## src/rtl/decoder_seq.sv

```systemverilog
// Multi-cycle MIPS sequencer: FETCH/EXEC/MEM/MULDIV with delay-slot redirect; outputs are pure decode.
// ALU/branch 2 cycles, load/store 3 + mem_wait cycles, mult/div 2+MULDIV_CYCLES; mem_wait holds MEM.
module decoder_seq #(
  parameter int MULDIV_CYCLES = 32,
  parameter int CNT_W         = $clog2(MULDIV_CYCLES + 1)
) (
  input  logic       clk,
  input  logic       reset,
  input  logic       instr_valid,
  input  logic [5:0] op,
  input  logic [5:0] funct,
  input  logic [4:0] rt,
  input  logic       zero,
  input  logic       sign,
  input  logic       mem_wait,
  output logic       fetch_req,
  output logic       regwrite,
  output logic       link,
  output logic       data_read,
  output logic       data_write,
  output logic       muldiv_start,
  output logic       hilo_write,
  output logic       target_capture,
  output logic       pc_update,
  output logic       pc_load_target,
  output logic       err
);

  typedef enum logic [1:0] {FETCH, EXEC, MEM, MULDIV} state_t;

  typedef struct packed {
    logic alu;
    logic load;
    logic store;
    logic muldiv;
    logic mfhilo;
    logic mthilo;
    logic branch;
    logic jump;
    logic link;
    logic bad;
  } dec_t;

  state_t           state, state_nxt;
  logic             pend, pend_nxt;
  logic             err_q, err_nxt;
  logic [CNT_W-1:0] count, count_nxt;
  dec_t             dec;
  logic             br_cond;
  logic             taken;

  // Instruction class decode; op/funct/rt are held stable for the whole instruction.
  always_comb begin
    dec     = '0;
    br_cond = 1'b0;
    case (op)
      6'h00: begin
        case (funct)
          6'h00, 6'h02, 6'h03, 6'h04, 6'h06, 6'h07,
          6'h20, 6'h21, 6'h22, 6'h23, 6'h24, 6'h25,
          6'h26, 6'h27, 6'h2A, 6'h2B:               dec.alu = 1'b1;
          6'h08:                                    dec.jump = 1'b1;
          6'h09: begin
            dec.jump = 1'b1;
            dec.link = 1'b1;
          end
          6'h10, 6'h12:                             dec.mfhilo = 1'b1;
          6'h11, 6'h13:                             dec.mthilo = 1'b1;
          6'h18, 6'h19, 6'h1A, 6'h1B:               dec.muldiv = 1'b1;
          default:                                  dec.bad = 1'b1;
        endcase
      end
      6'h01: begin
        case (rt)
          5'h00: begin
            dec.branch = 1'b1;
            br_cond    = sign;
          end
          5'h01: begin
            dec.branch = 1'b1;
            br_cond    = !sign;
          end
          5'h10: begin
            dec.branch = 1'b1;
            dec.link   = 1'b1;
            br_cond    = sign;
          end
          5'h11: begin
            dec.branch = 1'b1;
            dec.link   = 1'b1;
            br_cond    = !sign;
          end
          default: dec.bad = 1'b1;
        endcase
      end
      6'h02: dec.jump = 1'b1;
      6'h03: begin
        dec.jump = 1'b1;
        dec.link = 1'b1;
      end
      6'h04: begin
        dec.branch = 1'b1;
        br_cond    = zero;
      end
      6'h05: begin
        dec.branch = 1'b1;
        br_cond    = !zero;
      end
      6'h06: begin
        dec.branch = 1'b1;
        br_cond    = sign | zero;
      end
      6'h07: begin
        dec.branch = 1'b1;
        br_cond    = !sign & !zero;
      end
      6'h08, 6'h09, 6'h0A, 6'h0B,
      6'h0C, 6'h0D, 6'h0E, 6'h0F:    dec.alu = 1'b1;
      6'h20, 6'h21, 6'h23, 6'h24, 6'h25: dec.load = 1'b1;
      6'h28, 6'h29, 6'h2B:           dec.store = 1'b1;
      default:                       dec.bad = 1'b1;
    endcase
  end

  assign taken = dec.jump | (dec.branch & br_cond);

  always_ff @(posedge clk or posedge reset) begin
    if (reset) state <= FETCH;
    else       state <= state_nxt;
  end

  always_ff @(posedge clk or posedge reset) begin
    if (reset) begin
      pend  <= 1'b0;
      err_q <= 1'b0;
      count <= '0;
    end else begin
      pend  <= pend_nxt;
      err_q <= err_nxt;
      count <= count_nxt;
    end
  end

  always_comb begin
    state_nxt = state;
    count_nxt = count;
    err_nxt   = err_q;
    case (state)
      FETCH: if (instr_valid) state_nxt = EXEC;
      EXEC: begin
        if (dec.load | dec.store) begin
          state_nxt = MEM;
        end else if (dec.muldiv) begin
          state_nxt = MULDIV;
          count_nxt = CNT_W'(MULDIV_CYCLES - 1);
        end else begin
          state_nxt = FETCH;
        end
        if (dec.bad) err_nxt = 1'b1;
      end
      MEM: if (!mem_wait) state_nxt = FETCH;
      MULDIV: begin
        if (count == '0) state_nxt = FETCH;
        else             count_nxt = count - 1'b1;
      end
      default: state_nxt = FETCH;
    endcase
    // A taken branch in a delay slot re-arms pend on the same edge that consumes it.
    if (target_capture)  pend_nxt = 1'b1;
    else if (pc_update)  pend_nxt = 1'b0;
    else                 pend_nxt = pend;
  end

  always_comb begin
    fetch_req      = 1'b0;
    regwrite       = 1'b0;
    link           = 1'b0;
    data_read      = 1'b0;
    data_write     = 1'b0;
    muldiv_start   = 1'b0;
    hilo_write     = 1'b0;
    target_capture = 1'b0;
    pc_update      = 1'b0;
    case (state)
      FETCH: fetch_req = 1'b1;
      EXEC: begin
        if (dec.muldiv) begin
          muldiv_start = 1'b1;
        end else if (!(dec.load | dec.store)) begin
          pc_update      = 1'b1;
          regwrite       = dec.alu | dec.mfhilo | dec.link;
          link           = dec.link;
          hilo_write     = dec.mthilo;
          target_capture = taken;
        end
      end
      MEM: begin
        data_read  = dec.load;
        data_write = dec.store;
        if (!mem_wait) begin
          regwrite  = dec.load;
          pc_update = 1'b1;
        end
      end
      MULDIV: begin
        if (count == '0) begin
          hilo_write = 1'b1;
          pc_update  = 1'b1;
        end
      end
      default: ;
    endcase
    pc_load_target = pc_update & pend;
    err            = err_q;
  end

endmodule

```

## config.mk

```make
export PLATFORM = sky130hd
export DESIGN_NAME = decoder_seq
export DESIGN_NICKNAME = d
export VERILOG_FILES = /design/src/rtl/decoder_seq.sv
export SDC_FILE = /design/constraint.sdc
export NUM_CORES = 1
export LEC_CHECK = 0
export BUFFER_PORTS_ARGS = -buffer_cell sky130_fd_sc_hd__buf_2
export CORE_MARGIN = 3
export CORE_UTILIZATION = 50
export DETAILED_ROUTE_END_ITERATION = 16
export PLACE_DENSITY = 0.78
export SKIP_CTS_REPAIR_TIMING = 1
export SYNTH_ARGS = -nofsm -noshare
export SYNTH_HDL_FRONTEND = slang
export SYNTH_SLANG_ARGS = --single-unit
```

## constraint.sdc

```tcl
create_clock -name clk -period 3.1 [get_ports clk]
set_input_delay 0.62 -clock clk [delete_from_list [all_inputs] [get_ports clk]]
set_output_delay 0.62 -clock clk [all_outputs]
set_load 0.01 [all_outputs]
```

==> metrics.yaml, run 1 <==
drt:
  dr.pass1.iters: 4
  drc: 0
  initialDrtViolationCount: 20
  avgRoutedWirePerCell_um: 14.4
  drt_wl_total_mm: 2.76
  ant_nets: 0
  num_vias: 1139
  vias_per_cell: 5.93
placement:
  portBuffers: 33
  postPlaceCellArea_sq_mm: 0.00122
  dp_hpwl_mm: 2.18
  place_congestion: 0.914
  place_ws_ps: 139
  placed_cells: 188
cts:
  root_buffer: "clkbuf_4"
  cts_tree: "done"
  htreeDepth: 1
  worstSkewPairLatency_ps: 270
  numCtsBuffers: 3
  clk_pin_slew_ps: 70
  clockBufferDepth: 2
  cts_sinks: 10
finish:
  layout.nets: 197
  fin_util_pct: 68.5
  diodes: 0
  drive_above_1_share_pct: 26.3
  instances_no_fill: 192
  nFillCells: 169
  area_delta_synth_final_pct: 22.2
  final_area_sq_mm: 0.00126
timing:
  final.setup.worst_slack_ps: 139
  whs_ps: 312
  setup-violations-final: 0
  fin_worst_skew_ps: 4.58
  period_share_pct: 95.5
  slew_viol_final: 0
  max_freq_mhz: 338
  tightestPinTransition_ps: 417
  finalSetupTns_ps: 0
  fin_crit_ps: 2960
  hold_viol_final: 0
  rsz0062_at_grt: "false"
  max_slew_margin_pct: 72.0
power_and_ir_drop:
  ir_drop_uv: 355
  powerDensity_mw_per_mm2: 463
  leakagePower_nw: 0.587
  total_power_mw: 0.584
synthesis:
  synth_top_area_share_pct: 24.3
  syn_avg_cell_area_sq_um: 7.75
  synth_cell_types: 45
  synthFlopType: "dfrtp_1"
  synth.most_common_cell: "nor2_1"
  yosysTopAreaCell: "dfrtp_1"
  synthTopCellsByCount: "nor2_1 (16), inv_1 (11), dfrtp_1 (10), o21ai_0 (10), nand2_1 (9)"
  synth_seq_cells: 10
  seq_area_frac_synth_pct: 24.3
  syn-num-nets: 162
  ys_warn_count: 0
  synth_edf_count: 0
  ys_top_cells_by_area: "dfrtp_1 (24%), ha_1 (7.3%), nor2_1 (5.8%)"
  synthArstFlopShare_pct: 100
  synth_cells: 133
  syn_area_sq_mm: 0.00103
worst_setup_path:
  cpMostUsedCell: "buf_2"
  cp-end-kind: "output pin"
  path_class: "input pin to output pin"
  crit_arrival_ps: 2340
  cp_slowest_stage_delay_ps: 560
  crit_path_cell_trace: "buf_2, or4_4, o41a_4, nand2_1, a21oi_1, o31a_1, buf_2"
  cp_max_fo: 7
  worst-endpoint-required_ps: 2480
  startpoint_type: "input pin"
  cp_slowest_cell: "or4_4"
global_routing:
  grt_pass1_vias: 986
  grt_usage_pct: 22.8
  antenna_found_initial: 0
  grt_max_degree: 12
  grt-ovfl-total: 0
  grt_pass1_wl_mm: 4.59
die:
  num_io_pins: 34
  row_count: 15
  fp.dieH_um: 51.4
  die_x_um: 51.4
  design.die.area_sq_mm: 0.00264
  start_util_pct: 56.1
  core_sq_mm: 0.00184
run_status:
  status: "complete, no violations"
hold_path:
  hp-class: "input pin to asynchronous set/reset pin"
job:
  cap_violations: 0
layout by cell type (no fill, tap or decap), types with 2 or more instances in the layout:
| master | n |
|---|---|
| ha_1 | 6 |
| nor4_1 | 2 |
| o22ai_1 | 2 |
| nand3_1 | 4 |
| inv_1 | 11 |
| dfrtp_1 | 10 |
| buf_4 | 2 |
| o21ai_0 | 10 |
| nor2_1 | 16 |
| a211oi_1 | 2 |
| clkbuf_4 | 3 |
| nor4b_1 | 2 |
| a31oi_1 | 3 |
| nor2b_1 | 3 |
| xor2_1 | 2 |
| nor3b_1 | 2 |
| mux2i_1 | 2 |
| o211ai_1 | 2 |
| buf_2 | 33 |
| o31a_1 | 2 |
| a21oi_1 | 7 |
| nor3_1 | 6 |
| nand2_1 | 9 |
| nand3b_1 | 2 |
registers in the layout, indices dropped and copies added (netlist names):
| register | flops |
|---|---|
| state | 2 |
| err | 1 |
| pend | 1 |
| count | 6 |
power by group:
part / total [mW] / leakage (nW) / internal (mW) / switching, mW
combinational: 0.288 / 0.455 / 0.121 / 0.167
clock: 0.120 / 0.0210 / 0.0714 / 0.0487
sequential: 0.176 / 0.111 / 0.151 / 0.0243
layout make-up:
cell class                      instances  area [sq um]  share of cell area, %
Sequential cell                        10           250                   19.9
Timing Repair Buffer                   35           180                   14.3
Clock buffer                            4          36.3                   2.88
Multi-Input combinational cell        107           721                   57.2
Inverter                               11          41.3                   3.28
Tap cell                               25          31.3                   2.48
logic make-up (layout without fill, tap and decap cells):
logic type	after synthesis	count (layout)	synth area share, %
multiplexers	2	2	1.94
buffers and inverters	16	50	5.83
AND/OR/NAND/NOR	57	57	32.0
flip-flops	10	10	24.3
AO/OA/AOI/OAI	40	40	26.9
adder cells (fa/ha/maj)	6	6	7.28
XOR/XNOR	2	2	1.70
per-layer routing:
| layer | wire [um] | global-route usage [%] | share of wire [%] |
|---|---|---|---|
| met1 | 1230 | 30.8 | 44 |
| met2 | 1340 | 37.7 | 48 |
| met3 | 183 | 4.66 | 6.6 |
| met4 | 13 | 3.93 | 0.47 |
| met5 | 0 | 0 | 0 |
critical path, delay by kind of cell:
kind            cells  cell delay [ps]
compound gates      3              800
buf+inv             2              260
simple gates        2              660
final timing paths:
| kind | startpoint | end | slack (ps) | cells past startpoint |
|---|---|---|---|---|
| worst min register to register | err$_DFFE_PP0P_ | err$_DFFE_PP0P_ | 480 | 1 |
| worst max-delay path | op[3] | regwrite | 140 | 7 |
| worst max register to register | count[2]$_DFFE_PP0P_ | pend$_DFFE_PP0P_ | 1260 | 5 |
| worst min-delay path | reset | count[1]$_DFFE_PP0P_ | 310 | 2 |
| max in group asynchronous | reset | pend$_DFFE_PP0P_ | 2510 | 2 |
| min in group clk | err$_DFFE_PP0P_ | err$_DFFE_PP0P_ | 480 | 1 |
Power figures use the tool's default switching activity.
==> run 2: changes to the inputs <==
PLACE_DENSITY = 0.85   (was 0.78)
==> run 2 against run 1 <==
Compared with the run above: clock-buffer cell count unchanged; routed wire length down 7.3%; final cell count down 0.52%; sequential share of layout area up 0.12 points; die area unchanged; critical endpoint unchanged; largest power group unchanged.
==> metrics.yaml, run 2 (same netlist as run 1, synthesis figures left out) <==
run_status:
  status: "complete, no violations"
finish:
  top_register: "count"
  area_delta_synth_final_pct: 21.5
  instances_no_fill: 191  # -0.52%
  most-common-layout-cells: "buf_2 (33), nor2_1 (16), inv_1 (11)"
  final_common_cell: "buf_2"
  layout.nets: 196  # -0.51%
  final_area_sq_mm: 0.00125  # -0.60%
  drive_above_1_share_pct: 25.9  # -0.44 points
  diodes: 0  # unchanged
  reg_top3: "count (6), state (2)"
  fin_util_pct: 68.1  # -0.41 points
  largest_reg_flops: 6  # unchanged
worst_setup_path:
  worst-endpoint-required_ps: 2480  # about the same
  r2r_setup_slack_ps: 1310  # +50 ps
  cpMostUsedCell: "buf_2"
  crit_path_cell_trace: "buf_2, or4_4, o41a_4, nand2_1, a21oi_1, o31a_1, buf_2"
  startpoint_type: "input pin"
  timing.rr.end: "count[1]$_DFFE_PP0P_"
  r2r_start: "state[1]$_DFFE_PP0P_"
  cp_max_fo: 7  # unchanged
  cp_slowest_cell: "or4_4"
  critPathTopFamily: "compound AO/OA/AOI/OAI gates"
  crit_arrival_ps: 2370  # +30 ps
  crit_buf_inv: 2  # unchanged
  path_class: "input pin to output pin"
  cp-end-kind: "output pin"
  cp_slowest_stage_delay_ps: 560  # about the same
  reg2reg_depth: 7  # +2
cts:
  cts_tree: "done"
  worstSkewPairLatency_ps: 270  # about the same
  clockBufferDepth: 2  # unchanged
  root_buffer: "clkbuf_4"
  cts_sinks: 10  # unchanged
  numCtsBuffers: 3  # unchanged
  clk_pin_slew_ps: 70  # about the same
  htreeDepth: 1  # unchanged
die:
  num_io_pins: 34  # unchanged
  core_sq_mm: 0.00184  # unchanged
  die_x_um: 51.4  # unchanged
  fp.dieH_um: 51.4  # unchanged
  row_count: 15  # unchanged
  start_util_pct: 56.1  # unchanged
  design.die.area_sq_mm: 0.00264  # unchanged
power_and_ir_drop:
  total_power_mw: 0.569  # -2.6%
  ir_drop_uv: 307  # -13%
  leakagePower_nw: 0.583  # -0.79%
  powerDensity_mw_per_mm2: 454  # -2.0%
global_routing:
  antenna_found_initial: 0  # unchanged
  met2_usage_pct: 36.9  # -0.85 points
  grtUsageMet3_pct: 0.875  # -3.8 points
  grt_pass1_vias: 1058  # +7.3%
  globalRoute.busiestLayer: "met2"
  grt_usage_pct: 22.0  # -0.83 points
  grt-ovfl-total: 0  # unchanged
  grt_max_degree: 12  # unchanged
  use_met1_pct: 28.1  # -2.7 points
  grt_pass1_wl_mm: 4.47  # -2.6%
timing:
  final.setup.worst_slack_ps: 106  # -33.1 ps
  rsz0062_at_grt: "false"
  period_share_pct: 96.6  # +1.1 points
  max_freq_mhz: 334  # -1.1%
  tightestPinTransition_ps: 391  # -26.4 ps
  setup-violations-final: 0  # unchanged
  fin_worst_skew_ps: 5.58  # +0.993 ps
  max_slew_margin_pct: 73.9  # +1.9 points
  slew_viol_final: 0  # unchanged
  finalSetupTns_ps: 0  # unchanged
  fin_crit_ps: 2990  # +33.1 ps
  hold_viol_final: 0  # unchanged
  whs_ps: 319  # +7.08 ps
hold_path:
  hp-class: "input pin to asynchronous set/reset pin"
placement:
  placed_cells: 187  # -0.53%
  postPlaceCellArea_sq_mm: 0.00122  # -0.61%
  place_congestion: 0.842  # -7.8%
  portBuffers: 33  # unchanged
  dp_hpwl_mm: 2.07  # -5.3%
  place_ws_ps: 105  # -34.6 ps
drt:
  initialDrtViolationCount: 25  # +25%
  vias_per_cell: 5.90  # -0.54%
  num_vias: 1127  # -1.1%
  ant_nets: 0  # unchanged
  drc: 0  # unchanged
  avgRoutedWirePerCell_um: 13.4  # -6.8%
  dr.pass1.iters: 4  # unchanged
  drt_wl_total_mm: 2.56  # -7.3%
job:
  cap_violations: 0  # unchanged
## run 2: area by class of cell
class,instances,area [sq um]
well taps,25,31.3
clock buffers,4,36.3
multi-input cells,107,721
fillers,173,587
repair buffers,34,173
inverters,11,41.3
flip-flops and latches,10,250
## run 2: worst max path at each step
stage           from             end  slack [ps]  cells after the start
5_1_grt        op[3]        regwrite           1                      7
4_1_cts        op[3]        regwrite         100                      7
3_5_place_dp   op[3]        regwrite         100                      7
2_1_floorplan  op[3]  pc_load_target         320                      5
6_report       op[3]        regwrite         110                      7
3_3_place_gp   op[3]        regwrite         130                      7
## run 2: per-layer routing
| metal | part of all wire (%) | wire, um |
|---|---|---|
| met1 | 45 | 1150 |
| met2 | 48 | 1240 |
| met3 | 3.9 | 99 |
| met4 | 2.9 | 75 |
| met5 | 0 | 0 |
## run 2: worst register-to-register path: cells and delay by family, from the launching register on
family	cells	cell delay [ps]
buffers and inverters	2	270
DFF	1	430
AOI/OAI and AO/OA	2	410
and+or+nand+nor	2	270
adders and majority gates	1	320
## run 2: where the power goes
| group | internal, mW | switching (mW) | leakage (nW) | total, mW |
|---|---|---|---|---|
| sequential | 0.151 | 0.0275 | 0.111 | 0.179 |
| combinational | 0.113 | 0.159 | 0.451 | 0.272 |
| clock | 0.0714 | 0.0466 | 0.0210 | 0.118 |
==> run 3: changes to the inputs <==
BUFFER_PORTS_ARGS = -buffer_cell sky130_fd_sc_hd__buf_4   (was -buffer_cell sky130_fd_sc_hd__buf_2)
==> run 3 against run 2 <==
Compared with the run above: first-iteration DRC count down 24%; critical path depth unchanged; hold slack better by 6.5 ps; clock-buffer cell count down 1; via count up 0.53%; clock skew down 3.1 ps; clock power down 28%; combinational power up 8.5%; routed wire length up 4.8%; cell area up 5.5%; non-clock buffer count unchanged; global-route usage up 0.64 points; critical endpoint unchanged.
==> metrics.yaml, run 3 (same netlist as run 1, synthesis figures left out) <==
global_routing:
  grt_pass1_wl_mm: 4.54  # +1.5%
  grt_pass1_vias: 1052  # -0.57%
  globalRoute.busiestLayer: "met2"
  grt_max_degree: 12  # unchanged
  grt-ovfl-total: 0  # unchanged
  antenna_found_initial: 0  # unchanged
  met2_usage_pct: 40.0  # +3.2 points
  use_met1_pct: 27.2  # -0.98 points
  grtUsageMet3_pct: 1.46  # +0.58 points
  grt_usage_pct: 22.6  # +0.64 points
timing:
  rsz0062_at_grt: "false"
  final.setup.worst_slack_ps: 89.8  # -15.9 ps
  max_slew_margin_pct: 70.4  # -3.5 points
  tightestPinTransition_ps: 440  # +49.4 ps
  fin_crit_ps: 3010  # +15.9 ps
  fin_worst_skew_ps: 2.51  # -3.06 ps
  max_freq_mhz: 332  # -0.53%
  hold_viol_final: 0  # unchanged
  slew_viol_final: 0  # unchanged
  finalSetupTns_ps: 0  # unchanged
  setup-violations-final: 0  # unchanged
  period_share_pct: 97.1  # +0.51 points
job:
  cap_violations: 0  # unchanged
finish:
  most-common-layout-cells: "buf_4 (34), nor2_1 (16), inv_1 (11)"
  nFillCells: 164  # -5.2%
  seq_area_sq_um: 250  # unchanged
  multi_input_area_sq_um: 721  # unchanged
  final_area_sq_mm: 0.00132  # +5.5%
  drive_above_1_share_pct: 25.5  # -0.45 points
  top_register: "count"
  layout.nets: 196  # unchanged
  diodes: 0  # unchanged
  final_common_cell: "buf_4"
  fin_util_pct: 71.8  # +3.7 points
  reg_top3: "count (6), state (2)"
  largest_reg_flops: 6  # unchanged
  area_delta_synth_final_pct: 28.2
worst_setup_path:
  cp_slowest_stage_delay_ps: 560  # about the same
  path_class: "input pin to output pin"
  r2r_setup_slack_ps: 1260  # -50 ps
  timing.rr.end: "count[1]$_DFFE_PP0P_"
  cp-end-kind: "output pin"
  critPathTopFamily: "compound AO/OA/AOI/OAI gates"
  cp_max_fo: 7  # unchanged
  crit_buf_inv: 2  # unchanged
  reg2reg_depth: 7  # unchanged
  worstSetupStartpoint: "op[3]"
  crit_arrival_ps: 2390  # +20 ps
  crit_path_cell_trace: "buf_4, or4_4, o41a_4, nand2_1, a21oi_1, o31a_1, buf_4"
  startpoint_type: "input pin"
  cp_slowest_cell: "or4_4"
  cpMostUsedCell: "buf_4"
  worst-endpoint-required_ps: 2480  # about the same
  r2r_start: "state[1]$_DFFE_PP0P_"
run_status:
  status: "complete, no violations"
drt:
  num_vias: 1133  # +0.53%
  drt_wl_total_mm: 2.68  # +4.8%
  dr.pass1.iters: 4  # unchanged
  drc: 0  # unchanged
  ant_nets: 0  # unchanged
  avgRoutedWirePerCell_um: 14.1  # +5.4%
  initialDrtViolationCount: 19  # -24%
  vias_per_cell: 5.96  # +1.1%
power_and_ir_drop:
  powerDensity_mw_per_mm2: 422  # -7.0%
  cellInternalPower_mw: 0.328  # -2.4%
  switching_power_mw: 0.230  # -1.3%
  leakagePower_nw: 0.597  # +2.4%
  switching_share_pct: 41.2  # +0.26 points
  total_power_mw: 0.558  # -1.9%
  clock_power_share_pct: 15.2  # -5.5 points
  combPwrFrac_pct: 53.0  # +5.2 points
  ir_drop_uv: 275  # -10%
  power_frac_seq_pct: 31.9  # +0.5 points
cts:
  htreeDepth: 1  # unchanged
  clk_pin_slew_ps: 60  # about the same
  worstSkewPairLatency_ps: 260  # about the same
  cts_tree: "done"
  root_buffer: "clkbuf_4"
  cts_sinks: 10  # unchanged
  numCtsBuffers: 3  # unchanged
  clockBufferDepth: 2  # unchanged
placement:
  dp_hpwl_mm: 2.20  # +6.4%
  place_ws_ps: 94.7  # -9.79 ps
  portBuffers: 33  # unchanged
  place_congestion: 0.868  # +3.1%
  postPlaceCellArea_sq_mm: 0.00130  # +6.8%
die:
  core_sq_mm: 0.00184  # unchanged
  design.die.area_sq_mm: 0.00264  # unchanged
  row_count: 15  # unchanged
  num_io_pins: 34  # unchanged
  fp.dieH_um: 51.4  # unchanged
  start_util_pct: 56.1  # unchanged
  die_x_um: 51.4  # unchanged
hold_path:
  hp-class: "input pin to asynchronous set/reset pin"
==> run 3: area by class of cell <==
type                            instances  share of cell area [%]
Clock buffer                            3                    1.70
Inverter                               11                    3.12
Multi-Input combinational cell        107                    54.5
Sequential cell                        10                    18.9
Tap cell                               25                    2.37
Timing Repair Buffer                   34                    19.3
==> run 3: power groups by stage <==
stage               logic [mW]  registers, mW  clock network, mW
detailed placement       0.295          0.178                  0
finish                   0.295          0.178             0.0847
floorplan                0.191          0.172                  0
global route             0.328          0.181             0.0933
global placement         0.286          0.177                  0
CTS                      0.296          0.177             0.0874
==> run 3: worst max-delay path by stage <==
stage	slack, ps	endpoint	depth (start not counted)
after floorplan	320	pc_load_target	5
after global placement	120	regwrite	7
after detailed placement	90	regwrite	7
after CTS	90	regwrite	7
after global routing	5	regwrite	7
final	90	regwrite	7
==> run 3: worst register-to-register path, cell delays in order (launching register included) <==
cell and delay (ps):
dfrtp_1 430, inv_1 130, ha_1 340, o41a_4 220, buf_4 150, nor2_1 80
and3_1 190, a311oi_1 210
==> run 3: per-layer routing <==
metal	wire length, um	vias up	part of all wire, %
li1	-	557	-
met1	1120	525	42
met2	1360	44	51
met3	126	7	4.7
met4	72	0	2.7
met5	0	-	0
==> run 3: per-stage QoR <==
stage | std cells | hold slack (ps)
after floorplan | 133 | 460
after global placement | 187 | 467
after detailed placement | 187 | 475
after CTS | 190 | 338
after global routing | 190 | 352
final | 190 | 326
